File: src/rtl/uart_tx_drain.sv
// UART transmit stage: pops one byte per frame from the upstream FIFO and serialises it
// as start + 8 data bits (LSB first) + optional parity + 1/2 stop bits on a registered tx line.
module uart_tx_drain #(
  parameter int CLKS_PER_BIT = 16,
  parameter int PARITY       = 0,
  parameter int STOP_BITS    = 1
) (
  input  logic       clk,
  input  logic       rst,
  input  logic       tx_en,
  input  logic       fifo_empty,
  input  logic [7:0] fifo_dout,
  output logic       fifo_re,
  output logic       tx,
  output logic       busy,
  output logic       frame_done
);

  localparam int BW = $clog2(CLKS_PER_BIT);
  localparam logic [BW-1:0] BAUD_MAX = BW'(CLKS_PER_BIT - 1);
  localparam logic STOP_LAST = 1'(STOP_BITS - 1);

  typedef enum logic [2:0] {IDLE, POP, LOAD, START, DATA, PAR, STOP} state_t;

  state_t          state;
  state_t          state_nxt;
  logic [BW-1:0]   baud;
  logic [2:0]      bit_idx;
  logic            stop_idx;
  logic [7:0]      shift_reg;
  logic [7:0]      shift_nxt;
  logic            par_bit;
  logic            tx_nxt;
  logic            bit_end;
  logic            last_stop;
  logic            can_pop;

  assign bit_end   = (baud == BAUD_MAX);
  assign last_stop = (state == STOP) && bit_end && (stop_idx == STOP_LAST);
  assign can_pop   = tx_en && !fifo_empty;

  always_ff @(posedge clk) begin
    if (rst) state <= IDLE;
    else     state <= state_nxt;
  end

  always_comb begin
    state_nxt = state;
    case (state)
      IDLE:  if (can_pop) state_nxt = POP;
      POP:   state_nxt = LOAD;
      LOAD:  state_nxt = START;
      START: if (bit_end) state_nxt = DATA;
      DATA:  if (bit_end && bit_idx == 3'd7) state_nxt = (PARITY != 0) ? PAR : STOP;
      PAR:   if (bit_end) state_nxt = STOP;
      STOP:  if (last_stop) state_nxt = can_pop ? POP : IDLE;
      default: state_nxt = IDLE;
    endcase
  end

  // tx is registered, so its next value is decoded from the next state and next shift contents
  always_comb begin
    fifo_re    = (state == POP);
    busy       = (state != IDLE);
    frame_done = last_stop;
    shift_nxt  = shift_reg;
    if (state == LOAD)
      shift_nxt = fifo_dout;
    else if (state == DATA && bit_end)
      shift_nxt = {1'b0, shift_reg[7:1]};
    case (state_nxt)
      START:   tx_nxt = 1'b0;
      DATA:    tx_nxt = shift_nxt[0];
      PAR:     tx_nxt = par_bit;
      default: tx_nxt = 1'b1;
    endcase
  end

  always_ff @(posedge clk) begin
    if (rst) begin
      tx        <= 1'b1;
      baud      <= '0;
      bit_idx   <= '0;
      stop_idx  <= 1'b0;
      shift_reg <= '0;
      par_bit   <= 1'b0;
    end else begin
      tx        <= tx_nxt;
      shift_reg <= shift_nxt;
      if (state == LOAD)
        par_bit <= (^fifo_dout) ^ (PARITY == 2);
      if (state == START || state == DATA || state == PAR || state == STOP)
        baud <= bit_end ? '0 : baud + BW'(1);
      else
        baud <= '0;
      if (state != DATA)
        bit_idx <= '0;
      else if (bit_end)
        bit_idx <= bit_idx + 3'd1;
      if (state != STOP)
        stop_idx <= 1'b0;
      else if (bit_end)
        stop_idx <= ~last_stop;
    end
  end

endmodule
File: config.mk
export PLATFORM = sky130hd
export DESIGN_NAME = uart_tx_drain
export DESIGN_NICKNAME = d
export VERILOG_FILES = /design/src/rtl/uart_tx_drain.sv
export SDC_FILE = /design/constraint.sdc
export NUM_CORES = 1
export LEC_CHECK = 0
export BUFFER_PORTS_ARGS = -buffer_cell sky130_fd_sc_hd__buf_2
export CAP_MARGIN = 20
export CORE_MARGIN = 1
export CORE_UTILIZATION = 40
export CTS_CLUSTER_SIZE = 40
export DETAILED_ROUTE_END_ITERATION = 7
export GPL_TIMING_DRIVEN = 0
export PLACE_DENSITY_LB_ADDON = 0.15
export SYNTH_ARGS = -nofsm -noshare
export SYNTH_HDL_FRONTEND = slang
export SYNTH_SLANG_ARGS = --single-unit
export TNS_END_PERCENT = 10
File: constraint.sdc
create_clock -name clk -period 2.4 [get_ports clk]
set_input_delay 0.12 -clock clk [delete_from_list [all_inputs] [get_ports clk]]
set_output_delay 0.12 -clock clk [all_outputs]
set_load 0.005 [all_outputs]
# ---- After elaboration in Yosys (flattened, before gate mapping)
# Index checks and enable logic that the tools add are counted.
dict set report totals {
  regBits 21
  inputBits 12
  out_inout_bits 4
  word_cells 52
}
dict set report classes {
  addsub 2
  eq_ne 13
  n_mux 10
  bitwise 3
  n_reduce_logical 16
}
# operator n
set op_table {}
lappend op_table {{$pmux W3 S7} 1}
lappend op_table {{$eq A3 B3 Y1 const B} 6}
lappend op_table {{$mux W8} 2}
lappend op_table {{$mux W3} 5}
lappend op_table {{$eq A3 B2 Y1 const B} 3}
lappend op_table {{$reduce_xor A8 Y1} 1}
lappend op_table {{$ne A3 B3 Y1 const B} 2}
lappend op_table {{$logic_and A1 B1 Y1} 5}
lappend op_table {{$add A4 B1 Y4 const B} 1}
lappend op_table {{$eq A4 B4 Y1 const B} 1}
lappend op_table {{$reduce_or A2 Y1} 2}
lappend op_table {{$add A3 B1 Y3 const B} 1}
lappend op_table {{$eq A3 B1 Y1 const B} 1}
lappend op_table {{$logic_not A3 Y1} 1}
lappend op_table {{$logic_or A1 B1 Y1} 3}
lappend op_table {{$not A1 Y1} 3}
lappend op_table {{$pmux W1 S3} 1}
lappend op_table {{$reduce_bool A3 Y1} 1}
lappend op_table {{$reduce_or A3 Y1} 1}
lappend op_table {{$reduce_bool A2 Y1} 1}
lappend op_table {{$logic_not A1 Y1} 1}
lappend op_table {{$mux W1} 1}

# ---- Depth between registers and ports, before layout
# Gate-level depths: netlist of the first run.
dict set report depth {
  word_depth 7
  depth_mapped 6
  ltp_nobuf 6
}

# ---- Worst setup path before layout of the first run
# Ideal clock, no wire load.
dict set report synth_timing {
  path_type {register to register}
  startpoint {register baud[0]}
  endpoint {register shift_reg[1]}
  setup_time_ps 86
  arrival_ps 1556
  t_required_ps 2314
  setup_slack_ps 758
  stages_incl_launch_ff 7
  path_buffers 1
  synth_period_minus_slack_ps 1642
  cell_sequence {dfxtp_1 -> ha_1 -> nand3_4 -> or3_1 -> buf_2 -> mux2i_1 -> a211oi_1}
}
dict set report synth_via {
  elab_chain_cells 3
}
# element line_no
set synth_lines {}
lappend synth_lines {{start: declaration} 27} ;# logic [BW-1:0] baud;
lappend synth_lines {{start signal: assignment} 93} ;# baud <= bit_end ? '0 : baud + BW'(1);
lappend synth_lines {{$eq A4 B4 Y1} 38} ;# assign bit_end = (baud == BAUD_MAX);
lappend synth_lines {{$logic_and A1 B1 Y1} 69} ;# else if (state == DATA && bit_end)
lappend synth_lines {{$reduce_bool A2 Y1 (no source line)} n/a}
lappend synth_lines {{end signal: assignment} 89} ;# shift_reg <= shift_nxt;
lappend synth_lines {{end: declaration} 30} ;# logic [7:0] shift_reg;
# Every way passes these cells.
# A chain may end at the register's enable or synchronous reset.

# ---- Final worst setup path of the first run
dict set report layout_timing {
  startpoint {register baud[0]}
  endpoint {register shift_reg[4]}
}
# The elaborated chain is that of the path after synthesis.

==> impl_metrics.toml, run 1 <==
[clock_network]
cts_inserted_buffers = 3
htreeDepth = 1
clock_path_buffers = 2
ctsHoldBuffers = 0
path_clk_slew_ns = 0.11
clock_sinks = 21
cts_setup_buffers = 0
root_buffer = "clkbuf_4"
cts_tree = "yes"
clock_latency_ns = 0.31
ctsResizeCount = 0

[yosys]
synth_area_um2 = 1122
async_flop_share_pct = 0
synth-seq-cells = 21
yosysSeqAreaShare_pct = 37.46
avgSynthCellArea_um2 = 8.633
yosysWarnings = 0
syn-num-nets = 145
synth_ff_type = "dfxtp_1"
synth_cells = 130
synth-edff-count = 0
ys_types = 36

[critical_path]
start_kind = "register"
critPathMaxFanout = 10
cp_slowest_cell = "dfxtp_1"
endpoint_kind = "register"
cp_cell_sequence = "ha_1, nand3_4, or3_1, buf_2, mux2i_1, a211oi_1"
worst_ep_arrival_time_ns = 2.12
cp-startpoint = "baud[0]"
rr_startpoint = "baud[0]"
critPathMaxStageDelay_ns = 0.37
cp.required_ns = 2.61
worstSetupPathType = "register to register"

[timing]
layout_setup_ws_ns = 0.4908
rsz0062_at_grt = "false"
maxSlewViolCount = 0
setup_viol = 0
fin_crit_sh_pct = 79.55
tightest_slew_ns = 0.4452
whs_ns = 0.07313
hold_viol_final = 0
final.setup_skew_ns = 0.004733
relSlewSlack_pct = 70.25
fmax_mhz = 523.8
finalSetupTns_ns = 0
fin_crit_ns = 1.909

[route]
drcViolationCount = 0
wl_per_cell_um = 13.10
firstDrtPassIters = 4
drt-initial-drc-count = 33
drt-total-wl_um = 2331
postRouteAntennaNets = 0
vias = 984
vias_per_cell = 5.528

[pwr]
p_leak_nw = 0.4861
p_per_area_nw_per_um2 = 551.8
finalPower_mw = 0.6931
irDropWorstVdd_mv = 0.4263

[finish]
drive_gt1_share_pct = 15.54
final_common_cell = "dfxtp_1"
area_delta_synth_final_pct = 11.93
insertedDiodeCount = 0
layout_common_cells = "21 x dfxtp_1, 18 x buf_2, 17 x nor2_1"
finalNetCount = 164
largest_register_ffs = 8
finalInstanceArea_um2 = 1256

[run]
max-cap-violations = 0

[floorplan]
coreArea_um2 = 2567
start_util_pct = 43.71
ios = 16
dieArea_um2 = 3022
num_rows = 18
die_h_um = 54.97
dieWidth_um = 54.97

[global_route]
grt_pass1_wl_um = 4071
antenna_found_initial = 0
track_usage_pct = 19.24
grt_max_degree = 12
grt_remaining_overflow = 0
grt_pass1_vias = 910

[placement]
post-dp-hpwl_um = 1685
preCtsSetupSlack_ns = 0.5572
place.gp.congestion = 0.8055
port_buffers = 14
postPlaceCellArea_um2 = 1230

[hold_path]
worstHoldPathType = "input pin to register"
min-delay-start = "fifo_dout[7]"

[run_status]
status = "complete, no violations"
[synthesized netlist by cell type (3+ instances only)]
cell type  count  share of area (%)
inv_1          3                1.0
clkbuf_1       6                2.0
a21oi_1        6                2.7
nand2b_1       3                1.7
mux2i_1        6                5.4
dfxtp_1       21                 37
o21ai_0        3                1.3
ha_1           3                3.3
nor2_1        17                5.7
buf_2          4                1.8
a211oi_1       8                5.4
nand2_1       10                3.3
xnor2_1        9                7.0
[layer usage]
layer | global-route usage, % | vias to the layer above | wire [um] | part of all wire (%)
li1 | - | 502 | - | -
met4 | 5.000 | 0 | 20 | 0.86
met1 | 24.67 | 456 | 1133 | 49
met2 | 31.33 | 24 | 1058 | 45
met3 | 5.738 | 2 | 119 | 5.1
met5 | 0 | - | 0 | 0
[worst paths after layout]
kind,end,slack [ns],depth (start not counted)
max,shift_reg[4],0.49,6
min,shift_reg[7],0.07,3
max reg2reg,shift_reg[4],0.49,6
min reg2reg,baud[0],0.46,1
[report_power, final]
group	switching (mW)	internal (mW)	leakage (nW)
Sequential	0.0132	0.371	0.171
Combinational	0.0757	0.0635	0.300
Clock	0.105	0.0649	0.0150
[through the flow]
| stage | util, % | cells |
|---|---|---|
| floorplan | - | 130 |
| global placement | 47.90 | 174 |
| detailed placement | 47.90 | 174 |
| CTS | 48.93 | 178 |
| global route | 48.93 | 178 |
| finish | 48.93 | 178 |
[logic make-up (layout without fill, tap and decap cells)]
kind of cell | after synthesis | count (layout) | share of synthesized area, %
muxes | 7 | 7 | 6.355
adders and majority gates | 3 | 3 | 3.345
DFF | 21 | 21 | 37.46
xor gates and xnor gates | 10 | 10 | 7.804
AOI/OAI and AO/OA | 26 | 26 | 16.05
and+or+nand+nor | 50 | 50 | 24.19
buffers and inverters | 13 | 31 | 4.794
[area by class of cell]
class / count / area (um^2)
fillers: 263 / 1311
multi-input cells: 96 / 648.1
flip-flops and latches: 21 / 420.4
repair buffers: 14 / 70.07
plain buffers: 10 / 42.54
well taps: 30 / 37.54
clock buffers: 4 / 26.28
inverters: 3 / 11.26
[critical path, delay by kind of cell (launching register included)]
| kind | cells | cell delay [ns] |
|---|---|---|
| AO/OA/AOI/OAI | 1 | 0.27 |
| buffers and inverters | 1 | 0.19 |
| flip-flops | 1 | 0.37 |
| AND/OR/NAND/NOR | 2 | 0.55 |
| multiplexers | 1 | 0.14 |
| adder cells (fa/ha/maj) | 1 | 0.30 |
Note: power is estimated with default switching activity, not from simulation.
==> run 2: changes to the inputs <==
--- a/config.mk
+++ b/config.mk
@@ -5,6 +5,7 @@
 export SDC_FILE = /design/constraint.sdc
 export NUM_CORES = 1
 export LEC_CHECK = 0
+export ABC_AREA = 1
 export BUFFER_PORTS_ARGS = -buffer_cell sky130_fd_sc_hd__buf_2
 export CAP_MARGIN = 20
 export CORE_MARGIN = 1
==> constraint.sdc (replaced) <==
create_clock -name clk -period 1.8 [get_ports clk]
set_input_delay 0.09 -clock clk [delete_from_list [all_inputs] [get_ports clk]]
set_output_delay 0.09 -clock clk [all_outputs]
set_load 0.005 [all_outputs]
==> run 2 against run 1 <==
  * Cell count grew 17%
  * Critical path type is now register to output port
  * Power grew 28%
  * Worst hold slack lost 0.057 ns
  * Register-to-register slack lost 0.21 ns
  * Routed wire length shrank 9.0%
  * Synthesized cell count grew 22%
  * Sequential power grew 30%
  * Clock skew shrank 0.0013 ns
  * Critical path depth is the same
  * Non-clock buffer count shrank 5
  * Setup slack lost 0.28 ns
  * Via count grew 4.6%
==> impl_metrics.toml, run 2 <==
[run_status]
status = "complete, no violations"

[route]
firstDrtPassIters = 4
vias = 1029
vias_per_cell = 4.947
postRouteAntennaNets = 0
drt-initial-drc-count = 11
drcViolationCount = 0
drt-total-wl_um = 2121
wl_per_cell_um = 10.20

[floorplan]
num_rows = 18
ios = 16
dieArea_um2 = 3038
die_h_um = 55.12
dieWidth_um = 55.12
coreArea_um2 = 2567
start_util_pct = 43.96

[critical_path]
endpoint_kind = "output port"
crit_buf_inv = 1
critPathMaxStageDelay_ns = 0.37
worst_ep_arrival_time_ns = 1.50
start_kind = "register"
cp_cell_sequence = "ha_1, nand2_1, nor2_4, nand2_1, nor2_1, buf_2"
cp_slowest_cell = "dfxtp_1"
cp.required_ns = 1.71
crit_family = "simple AND/OR/NAND/NOR gates"
cp_common_cell = "nand2_1"
critPathMaxFanout = 8
worstSetupPathType = "register to output port"

[timing]
tightest_slew_ns = 0.4809
rsz0062_at_grt = "false"
setup_viol = 0
relSlewSlack_pct = 67.94
fmax_mhz = 627.9
maxSlewViolCount = 0
fin_crit_ns = 1.593
finalSetupTns_ns = 0
fin_crit_sh_pct = 88.48
final.setup_skew_ns = 0.003464
hold_viol_final = 0

[yosys]
synth_area_um2 = 1129
yosysMostFrequentCell = "nand2_1"
avgSynthCellArea_um2 = 7.098
synth-seq-cells = 21
yosysTopAreaCell = "dfxtp_1"
synth-edff-count = 0
ys_types = 27
synth_cells = 159
synth_top_area_share_pct = 37.25
synth_area_leaders = "dfxtp_1 37%, nand2_1 13%, nor2_1 7.3%"
async_flop_share_pct = 0
ys_top_cells_by_count = "38 x nand2_1, 22 x nor2_1, 21 x dfxtp_1, 14 x inv_1, 13 x nand3_1"
syn-num-nets = 174
yosysWarnings = 0
synth_ff_type = "dfxtp_1"
yosysSeqAreaShare_pct = 37.25

[pwr]
irDropWorstVdd_mv = 0.5561
finalPower_mw = 0.8879
p_per_area_nw_per_um2 = 700.5
p_leak_nw = 0.5645

[clock_network]
cts_setup_buffers = 0
clock_sinks = 21
htreeDepth = 1
clock_path_buffers = 2
cts_inserted_buffers = 3
ctsHoldBuffers = 0
path_clk_slew_ns = 0.11
ctsResizeCount = 0
root_buffer = "clkbuf_4"
clock_latency_ns = 0.29
cts_tree = "yes"

[finish]
finalNetCount = 194
fillCellCount = 271
layout_common_cells = "38 x nand2_1, 22 x nor2_1, 21 x dfxtp_1"
insertedDiodeCount = 0
drive_gt1_share_pct = 17.98
seqCellArea_um2 = 420.4
area_delta_synth_final_pct = 12.31
multi_input_area_um2 = 614.3
final_common_cell = "nand2_1"
largest_register_ffs = 8

[global_route]
track_usage_pct = 15.69
antenna_found_initial = 0
grt_remaining_overflow = 0
grt_pass1_vias = 864
grt_max_degree = 12
grt_pass1_wl_um = 3436

[placement]
port_buffers = 15
post-dp-hpwl_um = 1668
place.gp.congestion = 0.7747

[run]
max-cap-violations = 0

[hold_path]
worstHoldPathType = "input pin to register"
==> run 2: cell types whose count changed after synthesis, moves of 5 or more <==
cell	previous run	this run
a211oi_1	8	0
clkbuf_1	6	1
inv_1	3	14
mux2i_1	6	0
nand2_1	10	38
nand3_1	2	13
nor2_1	17	22
==> run 2: layout make-up <==
cell class,instances,area share (%)
Buffer,4,2.073
Clock buffer,4,2.073
Inverter,18,5.331
Multi-Input combinational cell,116,48.47
Sequential cell,21,33.17
Tap cell,30,2.961
Timing Repair Buffer,15,5.923
==> run 2: final timing paths <==
check,startpoint,endpoint,slack (ns),cells past startpoint
setup reg to reg,baud[0],tx,0.28,8
hold reg to reg,baud[0],baud[0],0.46,1
setup / recovery,baud[0],frame_done,0.21,6
hold / removal,rst,stop_idx,0.02,2
==> run 2: report_power, final <==
part           total [mW]  internal, mW  switching, mW
Sequential          0.498         0.487         0.0111
Combinational       0.170        0.0711         0.0986
Clock               0.220        0.0861          0.134
==> run 2: routing by layer <==
metal / share of wire (%) / up-vias / GRT usage [%]
li1: - / 554 / -
met1: 50 / 463 / 18.45
met2: 47 / 10 / 28.71
met3: 2.5 / 2 / 2.459
met4: 0.57 / 0 / 5.000
met5: 0 / - / 0
==> run 2: through the flow <==
| step | util [%] | hold WS (ns) | cells | setup slack, ns | cell area (um^2) |
|---|---|---|---|---|---|
| floorplan | - | 0.1668 | 159 | 0.4804 | 1129 |
| global placement | 48.34 | 0.3293 | 204 | 0.3044 | 1241 |
| detailed placement | 48.34 | 0.3345 | 204 | 0.3091 | 1241 |
| CTS | 49.37 | 0.006732 | 208 | 0.1873 | 1267 |
| global route | 49.37 | 0.006518 | 208 | 0.08321 | 1267 |
| finish | 49.37 | 0.01584 | 208 | 0.2074 | 1267 |
==> run 2: logic make-up (layout without fill, tap and decap cells) <==
group                    after synthesis  after routing  share of synthesized area [%]
AND/OR/NAND/NOR                       84             84                          34.04
AO/OA/AOI/OAI                         22             22                          11.64
buffers and inverters                 22             41                          8.314
flip-flops                            21             21                          37.25
XOR/XNOR                               7              7                          5.432
adder cells (fa/ha/maj)                3              3                          3.326
==> run 3: changes to the inputs <==
--- a/config.mk
+++ b/config.mk
@@ -8,12 +8,14 @@
 export ABC_AREA = 1
 export BUFFER_PORTS_ARGS = -buffer_cell sky130_fd_sc_hd__buf_2
 export CAP_MARGIN = 20
+export CORE_ASPECT_RATIO = 0.9
 export CORE_MARGIN = 1
 export CORE_UTILIZATION = 40
 export CTS_CLUSTER_SIZE = 40
 export DETAILED_ROUTE_END_ITERATION = 7
 export GPL_TIMING_DRIVEN = 0
 export PLACE_DENSITY_LB_ADDON = 0.15
+export RECOVER_POWER = 25
 export SYNTH_ARGS = -nofsm -noshare
 export SYNTH_HDL_FRONTEND = slang
 export SYNTH_SLANG_ARGS = --single-unit
==> run 3 against run 2 <==
  * Flip-flop and latch count is the same
  * Global-route usage grew 2.1 points
  * Largest power group unchanged
  * The run now ends with design-rule violations left
  * Power grew 1.0%
  * Die area is essentially flat
  * Via count shrank 1.1%
  * Critical path depth is the same
  * Register-to-register slack gained 0.02 ns
  * Routed wire length grew 6.6%
  * Combinational power is essentially flat
==> impl_metrics.toml, run 3 (synthesized netlist as in run 2, its figures left out) <==
[run_status]
violations = "design-rule violations"
status = "finished, violations left"

[timing]
relSlewSlack_pct = 68.28
fin_crit_sh_pct = 89.55
fmax_mhz = 620.4
maxSlewViolCount = 0
setup_viol = 0
tightest_slew_ns = 0.4758
final.setup_skew_ns = 0.008767
hold_viol_final = 0
rsz0062_at_grt = "false"
finalSetupTns_ns = 0
fin_crit_ns = 1.612

[finish]
area_delta_synth_final_pct = 12.75
final_common_cell = "nand2_1"
insertedDiodeCount = 0
drive_gt1_share_pct = 16.76
finalNetCount = 195
largest_register_ffs = 8
layout_common_cells = "39 x nand2_1, 22 x nor2_1, 21 x dfxtp_1"
fillCellCount = 265

[clock_network]
htreeDepth = 1
ctsResizeCount = 0
cts_tree = "yes"
cts_setup_buffers = 0
path_clk_slew_ns = 0.11
root_buffer = "clkbuf_4"
clock_path_buffers = 2
clock_sinks = 21
clock_latency_ns = 0.31
cts_inserted_buffers = 3

[global_route]
grt_remaining_overflow = 0
antenna_found_initial = 0
grt_pass1_wl_um = 4098
grt_pass1_vias = 1032
track_usage_pct = 17.79
grt_max_degree = 13

[floorplan]
dieWidth_um = 57.99
num_rows = 17
ios = 16
coreArea_um2 = 2552
start_util_pct = 44.22
die_h_um = 52.39
dieArea_um2 = 3038

[critical_path]
worstSetupEndpoint = "frame_done"
cp-startpoint = "baud[0]"
r2r_end = "tx"
endpoint_kind = "output port"
critPathMaxStageDelay_ns = 0.37
cp.required_ns = 1.71
cp_common_cell = "nand2_1"
start_kind = "register"
worst_ep_arrival_time_ns = 1.52
reg2reg_depth = 8
r2r_slack_ns = 0.30
rr_startpoint = "baud[0]"
worstSetupPathType = "register to output port"
cp_slowest_cell = "dfxtp_1"
cp_cell_sequence = "ha_1, nand2_1, nor2_4, nand2_1, nor2_1, buf_2"
critPathMaxFanout = 8

[pwr]
finalPower_mw = 0.8968
p_seq_share_pct = 55.7
p_switching_mw = 0.2556
p_leak_nw = 0.5694
p_clk_share_pct = 25.2
p_per_area_nw_per_um2 = 704.8
combPwrFrac_pct = 19.1
switching_share_pct = 28.50
internal_power_mw = 0.6412
irDropWorstVdd_mv = 0.4773

[run]
max-cap-violations = 0

[hold_path]
worstHoldPathType = "input pin to register"
min_path_cells = 3

[route]
vias_per_cell = 4.918
drt-total-wl_um = 2261
drcViolationCount = 2
drt-initial-drc-count = 35
vias = 1018
wl_per_cell_um = 10.92
postRouteAntennaNets = 0
firstDrtPassIters = 6

[placement]
port_buffers = 15
place.gp.congestion = 0.8361
post-dp-hpwl_um = 1779
-- run 3: changes by cell type in the layout (fill, tap and decap cells not counted), sizes merged --
| cell | before | now |
|---|---|---|
| dlygate4sd3 | 0 | 1 |
| buf | 18 | 17 |
| clkinv | 0 | 1 |
-- run 3: how the worst min path moves through the flow --
stage / startpoint / to / slack, ns
2_1_floorplan: rst / stop_idx / 0.17
3_3_place_gp: rst / stop_idx / 0.33
3_5_place_dp: rst / stop_idx / 0.34
4_1_cts: fifo_dout[7] / shift_reg[7] / 0.04
5_1_grt: fifo_dout[7] / shift_reg[7] / 0.05
6_report: fifo_dout[7] / shift_reg[7] / 0.05
-- run 3: metrics by stage --
step	area, um^2	instances	utilization, %	setup WS [ns]	hold WS (ns)
final	1272	207	49.85	0.1880	0.04529
after global routing	1272	207	49.85	0.04143	0.05048
after floorplan	1129	159	-	0.4804	0.1668
after global placement	1239	202	48.53	0.2984	0.3347
after CTS	1276	207	50.00	0.1584	0.03774
after detailed placement	1239	202	48.53	0.2957	0.3374
-- run 3: power groups by stage --
stage | Combinational [mW] | Clock [mW] | Sequential, mW
floorplan | 0.122 | 0 | 0.507
global placement | 0.169 | 0 | 0.509
detailed placement | 0.171 | 0 | 0.510
CTS | 0.175 | 0.237 | 0.499
global route | 0.199 | 0.260 | 0.501
finish | 0.171 | 0.226 | 0.499
-- run 3: final cells by class --
cell class | count | area (um^2) | area share [%]
repair buffers | 16 | 83.83 | 6.588
flip-flops and latches | 21 | 420.4 | 33.04
multi-input cells | 116 | 611.8 | 48.08
clock inverters | 1 | 5.005 | 0.3933
clock buffers | 3 | 22.52 | 1.770
plain buffers | 4 | 26.28 | 2.065
inverters | 18 | 67.56 | 5.310
well taps | 28 | 35.03 | 2.753
-- run 3: metal layers --
metal | global-route usage (%) | vias to the layer above | wire length [um]
met5 | 0 | - | 0
met4 | 4.762 | 0 | 28
met3 | 5.185 | 4 | 69
met2 | 32.18 | 7 | 1088
met1 | 20.42 | 453 | 1074
li1 | - | 554 | -
-- run 3: what timing repair did --
| item | in CTS | in global routing |
|---|---|---|
| endpoints found under the setup margin | 0 | 0 |
| endpoints found under the hold margin | 1 | 0 |
| hold buffers | 1 | 0 |
-- run 3: critical path, delay by kind of cell, from the launching register on --
kind,cells,cell delay (ns)
and+or+nand+nor,4,0.53
DFF,1,0.37
buffers and inverters,1,0.11
adders and majority gates,1,0.20
